`src/rtl/qar_spi_target.sv`:
```
// QAR SPI target: oversamples an external controller's SCK/CS_N/MOSI on clk and
// moves bytes through TX/RX FIFOs behind the standard QAR register bus and IRQ.
module qar_spi_target #(
    parameter int unsigned FIFO_DEPTH = 4,
    parameter logic [7:0]  FILL_BYTE  = 8'hFF
) (
    input  logic        clk,
    input  logic        rst_n,
    input  logic        bus_write,
    input  logic        bus_read,
    input  logic [5:0]  addr_word,
    input  logic [31:0] wdata,
    output logic [31:0] rdata,
    output logic        irq,
    input  logic        spi_sck,
    input  logic        spi_mosi,
    input  logic        spi_cs_n,
    output logic        spi_miso,
    output logic        spi_miso_oe
);
    localparam int unsigned AW    = $clog2(FIFO_DEPTH);
    localparam logic [AW:0] DEPTH = (AW+1)'(FIFO_DEPTH);

    localparam logic [5:0] A_CTRL       = 6'd0;
    localparam logic [5:0] A_STATUS     = 6'd1;
    localparam logic [5:0] A_TXDATA     = 6'd3;
    localparam logic [5:0] A_RXDATA     = 6'd4;
    localparam logic [5:0] A_IRQ_EN     = 6'd6;
    localparam logic [5:0] A_IRQ_STATUS = 6'd7;

    typedef enum logic {IDLE, ACTIVE} state_t;

    state_t      state_q, state_d;
    logic        start, stop;

    logic        sck_s1, sck_s2, sck_d;
    logic        cs_s1, cs_s2, cs_d;
    logic        mosi_s1, mosi_s2;
    logic [1:0]  sync_age;

    logic        enable, cpol, cpha, lsb_first;
    logic [3:0]  irq_en, irq_status;
    logic        fault;

    logic [2:0]  bit_cnt;
    logic [7:0]  tx_shift, rx_shift;

    logic [7:0]  tx_mem [FIFO_DEPTH];
    logic [7:0]  rx_mem [FIFO_DEPTH];
    logic [AW:0] tx_wr, tx_rd, rx_wr, rx_rd;
    logic [AW:0] tx_count, rx_count, tx_count_next, rx_count_next;
    logic        tx_empty, tx_full, rx_empty, rx_full;

    logic        sync_ok, cs_fall, cs_rise, sck_edge, lead_edge, trail_edge;
    logic        shift_edge, sample_edge, load;
    logic        tx_push_req, tx_push, tx_pop, tx_drop, underrun;
    logic        rx_push_req, rx_push, rx_pop, overrun;
    logic        wr_ctrl, wr_irq_en;
    logic [3:0]  w1c, irq_set, irq_clr;
    logic [7:0]  rx_byte_new;
    logic        unused_wdata;

    assign unused_wdata = ^wdata[31:8];

    // The synchronizer resets to "CS high", so a pin already low at reset release
    // would look like a falling edge; edges count only once the pipe holds real samples.
    assign sync_ok    = (sync_age == 2'd3);
    assign cs_fall    = sync_ok && cs_d && !cs_s2;
    assign cs_rise    = sync_ok && !cs_d && cs_s2;
    assign sck_edge   = sync_ok && (sck_s2 != sck_d);
    assign lead_edge  = sck_edge && (sck_s2 != cpol);
    assign trail_edge = sck_edge && (sck_s2 == cpol);

    // NOTE: every signal assigned in this block gets a default first, so no latch is inferred.
    always_comb begin
        state_d = state_q;
        start   = 1'b0;
        stop    = 1'b0;
        case (state_q)
            IDLE: if (cs_fall && enable) begin
                state_d = ACTIVE;
                start   = 1'b1;
            end
            ACTIVE: if (cs_rise || !enable) begin
                state_d = IDLE;
                stop    = 1'b1;
            end
            default: state_d = IDLE;
        endcase
    end

    assign shift_edge  = (state_q == ACTIVE) && !stop && (cpha ? lead_edge : trail_edge);
    assign sample_edge = (state_q == ACTIVE) && !stop && (cpha ? trail_edge : lead_edge);
    assign load        = (start && !cpha) || (shift_edge && (bit_cnt == 3'd0));
    assign rx_byte_new = lsb_first ? {mosi_s2, rx_shift[7:1]} : {rx_shift[6:0], mosi_s2};

    assign tx_count = tx_wr - tx_rd;
    assign rx_count = rx_wr - rx_rd;
    assign tx_empty = (tx_count == '0);
    assign rx_empty = (rx_count == '0);
    assign tx_full  = (tx_count == DEPTH);
    assign rx_full  = (rx_count == DEPTH);

    assign wr_ctrl     = bus_write && (addr_word == A_CTRL);
    assign wr_irq_en   = bus_write && (addr_word == A_IRQ_EN);
    assign w1c         = (bus_write && (addr_word == A_IRQ_STATUS)) ? wdata[3:0] : 4'h0;
    assign tx_push_req = bus_write && (addr_word == A_TXDATA);
    assign rx_pop      = bus_read && (addr_word == A_RXDATA) && !rx_empty;

    assign tx_pop      = load && !tx_empty;
    assign underrun    = load && tx_empty;
    assign tx_push     = tx_push_req && (!tx_full || tx_pop);
    assign tx_drop     = tx_push_req && !tx_push;
    assign rx_push_req = sample_edge && (bit_cnt == 3'd7);
    assign rx_push     = rx_push_req && (!rx_full || rx_pop);
    assign overrun     = rx_push_req && !rx_push;

    assign tx_count_next = tx_count + (AW+1)'(tx_push) - (AW+1)'(tx_pop);
    assign rx_count_next = rx_count + (AW+1)'(rx_push) - (AW+1)'(rx_pop);

    assign irq_set = {stop, underrun || overrun || tx_drop,
                      tx_pop && (tx_count_next == '0), rx_push};
    assign irq_clr = w1c | {2'b00, tx_push_req, rx_pop && (rx_count_next == '0)};

    always_ff @(posedge clk) begin
        if (!rst_n) state_q <= IDLE;
        else        state_q <= state_d;
    end

    // NOTE: FIFO storage is not reset; the pointers alone define which entries are valid.
    always_ff @(posedge clk) begin
        if (tx_push) tx_mem[tx_wr[AW-1:0]] <= wdata[7:0];
        if (rx_push) rx_mem[rx_wr[AW-1:0]] <= rx_byte_new;
    end

    always_ff @(posedge clk) begin
        if (!rst_n) begin
            {sck_s1, sck_s2, sck_d} <= 3'b000;
            {cs_s1, cs_s2, cs_d}    <= 3'b111;
            {mosi_s1, mosi_s2}      <= 2'b00;
            sync_age                <= 2'd0;
            {lsb_first, cpha, cpol, enable} <= 4'h1;
            irq_en     <= 4'h0;
            irq_status <= 4'h0;
            fault      <= 1'b0;
            tx_wr      <= '0;
            tx_rd      <= '0;
            rx_wr      <= '0;
            rx_rd      <= '0;
            bit_cnt    <= 3'd0;
            tx_shift   <= 8'h00;
            rx_shift   <= 8'h00;
        end else begin
            sck_s1  <= spi_sck;
            sck_s2  <= sck_s1;
            sck_d   <= sck_s2;
            cs_s1   <= spi_cs_n;
            cs_s2   <= cs_s1;
            cs_d    <= cs_s2;
            mosi_s1 <= spi_mosi;
            mosi_s2 <= mosi_s1;
            if (!sync_ok) sync_age <= sync_age + 2'd1;

            if (wr_ctrl)   {lsb_first, cpha, cpol, enable} <= wdata[3:0];
            if (wr_irq_en) irq_en <= wdata[3:0];

            // Hardware sets are OR-ed in last so they win over a same-cycle clear.
            irq_status <= (irq_status & ~irq_clr) | irq_set;
            if (underrun || overrun || tx_drop) fault <= 1'b1;
            else if (w1c[2])                    fault <= 1'b0;

            if (tx_push) tx_wr <= tx_wr + 1'b1;
            if (tx_pop)  tx_rd <= tx_rd + 1'b1;
            if (rx_push) rx_wr <= rx_wr + 1'b1;
            if (rx_pop)  rx_rd <= rx_rd + 1'b1;

            if (load)            tx_shift <= tx_empty ? FILL_BYTE : tx_mem[tx_rd[AW-1:0]];
            else if (shift_edge) tx_shift <= lsb_first ? (tx_shift >> 1) : (tx_shift << 1);

            if (start) bit_cnt <= 3'd0;
            if (sample_edge) begin
                rx_shift <= rx_byte_new;
                bit_cnt  <= bit_cnt + 3'd1;
            end
        end
    end

    assign spi_miso_oe = (state_q == ACTIVE);
    assign spi_miso    = (state_q == ACTIVE) && (lsb_first ? tx_shift[0] : tx_shift[7]);
    assign irq         = |(irq_en & irq_status);

    always_comb begin
        rdata = 32'h0;
        if (bus_read) begin
            case (addr_word)
                A_CTRL:       rdata = {28'h0, lsb_first, cpha, cpol, enable};
                A_STATUS:     rdata = {28'h0, fault, state_q == ACTIVE, !rx_empty, !tx_full};
                A_TXDATA:     rdata = {{(31-AW){1'b0}}, tx_count};
                A_RXDATA:     rdata = rx_empty ? 32'h0 : {24'h0, rx_mem[rx_rd[AW-1:0]]};
                A_IRQ_EN:     rdata = {28'h0, irq_en};
                A_IRQ_STATUS: rdata = {28'h0, irq_status};
                default:      rdata = 32'h0;
            endcase
        end
    end
endmodule

```
`config.mk`:
```
export PLATFORM = sky130hd
export DESIGN_NAME = qar_spi_target
export DESIGN_NICKNAME = d
export VERILOG_FILES = /design/src/rtl/qar_spi_target.sv
export SDC_FILE = /design/constraint.sdc
export NUM_CORES = 1
export LEC_CHECK = 0
export ABC_AREA = 1
export ABC_CLOCK_PERIOD_IN_PS = 5550
export CAP_MARGIN = 0
export CELL_PAD_IN_SITES_DETAIL_PLACEMENT = 2
export CELL_PAD_IN_SITES_GLOBAL_PLACEMENT = 2
export CORE_MARGIN = 2
export CORE_UTILIZATION = 38
export CTS_BUF_LIST = sky130_fd_sc_hd__clkbuf_8
export CTS_CLUSTER_DIAMETER = 200
export DETAILED_ROUTE_END_ITERATION = 10
export MAX_ROUTING_LAYER = met4
export PLACE_DENSITY_LB_ADDON = 0.1
export SLEW_MARGIN = 20
export SYNTH_ARGS = -nofsm -noshare
export SYNTH_HDL_FRONTEND = slang
export SYNTH_SLANG_ARGS = --single-unit
```
`constraint.sdc`:
```
create_clock -name clk -period 5.55 [get_ports clk]
set_clock_uncertainty 0.15 [all_clocks]
set_input_delay 1.11 -clock clk [delete_from_list [all_inputs] [get_ports clk]]
set_output_delay 1.11 -clock clk [all_outputs]
set_load 0.02 [all_outputs]
```
# Word level (Yosys, flattened, before mapping)
# Memories as Yosys holds them, arrays and structs flattened. A register that Yosys moved wholly into a read port is not among the register bits.
# Index checks and enable logic that the tools add are counted.
# classes
n_addsub,12
n_eq_ne,12
muxes,30
bitwise,6
n_reduce_logical,56
# op_table
cell,n
8-bit 2-to-1 mux,7
8-bit one-hot mux with 6 select lines,1
1-bit logical AND,29
6-bit by 3-bit equality test with 1-bit output (second input constant),3
3-bit by 1-bit adder with 3-bit output (second input constant),5
3-bit logical NOT,5
1-bit 2-to-1 mux,14
1-bit logical NOT,11
3-bit equality test (second input constant),3
4-bit AND,2
2-bit 2-to-1 mux,4
3-bit by 1-bit adder with 3-bit output,2
6-bit by 1-bit equality test with 1-bit output (second input constant),1
6-bit by 2-bit equality test with 1-bit output (second input constant),1
6-bit logical NOT,1
1-bit logical OR,6
3-bit 2-to-1 mux,2
2-bit nonzero test,3
3-bit by 1-bit subtractor with 3-bit output,2
3-bit subtractor,2
4-bit 2-to-1 mux,1
4-bit inverter,1
4-bit by 2-bit OR with 4-bit output,1
4-bit OR,1
7 further kinds,8
# word_totals
ff_bits,55
ramBits,64
out_inout_bits,35
word_cells,142
mem_count,2
# memory_table
name,depth,word_bits,rd,rd_ports_with_merged_regs,write_ports,line,rtl
rx_mem,4,8,1,1,1,49,logic [7:0] rx_mem [FIFO_DEPTH];
tx_mem,4,8,1,1,1,48,logic [7:0] tx_mem [FIFO_DEPTH];

# Longest topological paths before layout
# depth
word_depth,19
mapped_depth,20
mapped_depth_nobuf,20

# Worst setup path after synthesis
# OpenSTA, ideal clock, no wires.
# synth_timing
kind,input to output
start,input addr_word[5]
end,output rdata[4]
t_arrival_ps,2324
t_required_ps,4290
slack_ps,1966
path_stages,7
n_path_buf,0
path_cell_list,nor2_2 > inv_2 > nor3_2 > nand2_2 > nor2_4 > nand2_4 > a221oi_1
# synth_between
elab_chain_len,3
elab_cells_between_ends,8
cone_classes,eq/ne (5); mux (2); reduce/logical (1)
# synth_lines
element,line,rtl
start: declaration,11,"input logic [5:0] addr_word,"
"6-bit by 3-bit equality test with 1-bit output, or another cell as far along",195,case (addr_word)
8-bit one-hot mux with 6 select lines *,195,
8-bit 2-to-1 mux *,194,if (bus_read) begin
end: declaration,13,"output logic [31:0] rdata,"
# Every way passes the cells marked *; elsewhere a longest branch is shown, timed or not.

# Final worst setup path
# layout_timing
start,input addr_word[5]
end,output rdata[0]
# Same word-level chain as after synthesis.

==> impl_results.md <==
- Status: finished clean
- Cell Rows: 46
- TritonCTS sink count: 123
- Yosys warns: 0
- Leakage: 2.85 nW
- Hold WC Path Type: reg -> reg
- Seq/Total Area, Yosys: 50.6%
- Largest net degree at the start of global routing: 43
- Core area: 15,800 µm²
- Layout cells sized above 1: 9.54%
- DR WL/cell: 17.8 µm
- GRT busiest layer: met2
- Mean Syn Cell Area: 9.05 µm²
- CP Class: in -> out
- Die W: 131 µm
- Final #Nets: 779
- Via density: 5.00
- Met3 usage: 4.18%
- Setup tns final: 0 ps
- Max Slew Vio Count: 0
- Post-DP HPWL: 12.1 mm
- 1st-iter DRT viols: 253
- CTS clock-pin slew for the worst setup and hold paths: 80 ps
- Crit path max fanout: 5
- Starting Density: 38.8%
- Hold_buf cts: 0
- Post CTS Setup Buffer Count: 0
- Syn Std Cell Area: 6140 µm²
- Worst rel slew slack: 36.9%
- CTS Buf Count: 17
- Via count: 4,695
- Worst-case clock buffer depth: 2
- # fillers: 1,751
- Die Span Y: 131 µm
- Drt drc: 0
- Final Hold Fails: 0
- Slew of the pin with the lowest slew margin: 943 ps
- Placer Congestion: 0.795
- Area growth from synthesis to layout: 12.8%
- Met1 global-route usage: 26.7%
- Worst skew pair latency: 450 ps
- Slowest Stage Delay on Critical Path: 600 ps
- Critical Path AT: 3400 ps
- Htree depth: 4
- CTS-repair resized insts: 0
- Post-synth cell types: 43
- VDD IR max: 0.114 mV
- Number of buffers added on ports: 31
- Mapped Cells: 678
- Ports: 80
- Final period util: 83.9%
- Cell Chain, Critical Path: clkdlybuf4s50_1 > nor2_2 > inv_2 > nor3_2 > nand2_2 > a21oi_1 > nand2_1 > o211ai_1 > nand2_1 > inv_1 > clkdlybuf4s50_1
- Post-route worst setup slack: 892 ps
- First-pass GRT wire length: 27.6 mm
- First drt pass iteration count: 4
- Post-route ant nets: 0
- Crit path launch type: primary input
- Unrepaired setup endpoints after global routing: no
- #FFs+latches synth: 123
- Fin crit period: 4660 ps
- Number of global-route vias before repair: 5,290
- Max-Cap Viols: 0
- Clock root cell: clkbuf_8
- Req. time, crit path: 4290 ps
- Area of the die: 17,200 µm²
- PwrDens: 270 nW/µm²
- Placement Setup Slack: 851 ps
- Final WL: 16.7 mm
- Critical Path End Type: output pin
- Gr ovfl total: 0
- Final setup viols: 0
- TritonCTS clock tree: built
- Slowest stage cell on the critical path: clkdlybuf4s50_1
- Initial antenna violation count: 0
- Global-route track usage on met2: 37.5%
- All-Layer GR Usage: 22.0%
- Antenna diode count: 0
- Max Clk Rate: 0.215 GHz
==> cell usage in the layout (no fill, tap or decap), types with 3 or more instances in the layout <==
master / n
nor2_4: 4
nand3_1: 21
clkinv_2: 5
edfxtp_1: 64
fa_1: 4
nand2_1: 102
xnor2_1: 3
clkdlybuf4s50_1: 31
bufinv_16: 3
o211ai_1: 7
nand2_4: 5
a221oi_1: 4
nand3_4: 4
dfxtp_1: 58
clkbuf_8: 17
mux2i_1: 6
inv_1: 103
ha_1: 20
o21ai_0: 61
or2_2: 4
nor2_1: 57
nand4_1: 6
o21ai_1: 5
xor2_1: 6
a21oi_1: 45
nor2_2: 5
nand2_2: 7
clkinv_4: 4
o22ai_1: 19
conb_1: 24
==> Yosys cell counts <==
master,count,area [µm²]
o21a_1,1,7.51
nor2_1,57,214
o22ai_1,19,119
nand2_4,5,56.3
clkinv_2,1,5.00
buf_4,24,180
ha_1,20,250
nand3_1,21,105
nor4_4,1,21.3
nand2_1,102,383
buf_6,4,45.0
nor3_2,1,10.0
clkinv_4,1,8.76
nor3_1,1,5.00
buf_2,5,25.0
a31oi_1,2,12.5
and3_1,1,6.26
nand3b_1,1,7.51
or2_1,1,6.26
mux2i_1,6,60.1
a221oi_1,4,35.0
nand3_2,1,10.0
clkbuf_8,1,13.8
fa_1,4,80.1
o211ai_1,7,52.6
buf_1,1,3.75
o21ai_1,5,25.0
o21ai_0,61,305
nor2_2,5,31.3
nand2_2,7,43.8
a21oi_1,45,225
nor2_4,4,45.0
dfxtp_1,59,1180
edfxtp_1,64,1920
inv_2,2,7.51
inv_1,103,387
nand4_1,6,37.5
or2_2,4,25.0
conb_1,1,3.75
clkbuf_1,7,26.3
xnor2_1,3,26.3
xor2_1,6,52.6
nand3_4,4,70.1
==> sequential cells by signal, indices dropped and copies added (netlist names), 2 cells and up, named ones only <==
| name | cells |
|---|---|
| tx_shift | 8 |
| rx_mem | 32 |
| tx_rd | 3 |
| sync_age | 2 |
| rx_rd | 3 |
| rx_shift | 8 |
| irq_status | 4 |
| tx_mem | 32 |
| irq_en | 4 |
| bit_cnt | 3 |
| tx_wr | 3 |
| rx_wr | 3 |
==> worst max-delay path, delay by kind of cell <==
family | cells | cell delay, ps
AND/OR/NAND/NOR | 5 | 710
AO/OA/AOI/OAI | 2 | 450
buffers and inverters | 4 | 1130
==> final timing paths <==
path,slack (ps),end,from,cells after the start
worst max-delay path,890,rdata[0],addr_word[5],11
worst min-delay path,280,cs_s2$_SDFF_PN1_,cs_s1$_SDFF_PN1_,1
worst max register to register,1710,irq_status[1]$_SDFF_PN0_,tx_wr[0]$_SDFFE_PN0P_,15
worst min register to register,280,cs_s2$_SDFF_PN1_,cs_s1$_SDFF_PN1_,1
==> routing by layer <==
metal | up-vias | routed length, µm | share of wire (%)
met1 | 2353 | 7340 | 44
met3 | 21 | 454 | 2.7
met4 | 0 | 226 | 1.4
met2 | 69 | 8710 | 52
met5 | - | 0 | 0
li1 | 2252 | - | -
==> layout make-up <==
class	instances	area [µm²]	area share, %
clock inverter	15	173	2.49
multi-input combinational	429	2420	34.9
tap	216	270	3.90
clock buffer	17	234	3.38
sequential	123	3100	44.8
inverter	107	408	5.89
timing repair buffer	32	318	4.59
==> stage by stage <==
step | utilization (%) | power (W) | instance area [µm²] | std cells | hold slack [ps]
global route | 43.8 | 0.00194 | 6930 | 939 | 303
CTS | 43.7 | 0.00189 | 6920 | 939 | 283
detailed placement | 41.2 | 0.00106 | 6520 | 907 | 263
global placement | 41.2 | 0.00106 | 6520 | 907 | 253
finish | 43.8 | 0.00187 | 6930 | 939 | 280
floorplan | - | 0.00104 | 6220 | 701 | 240
==> power by group <==
group          internal (W)  switching (W)  leakage (nW)
clock network      0.000443       0.000385         0.204
registers          0.000958     0.00000545          1.10
logic             0.0000246      0.0000522          1.54
==> kinds of logic after synthesis <==
kind of cell	after synthesis	synth area share, %
compound gates	144	12.7
xor+xnor	9	1.28
simple gates	222	17.6
buf+inv	149	11.4
flops	123	50.6
fa+ha+maj	24	5.38
mux	6	0.979
other cells	1	0.0611
No activity file was read; power rests on OpenSTA's default activity.
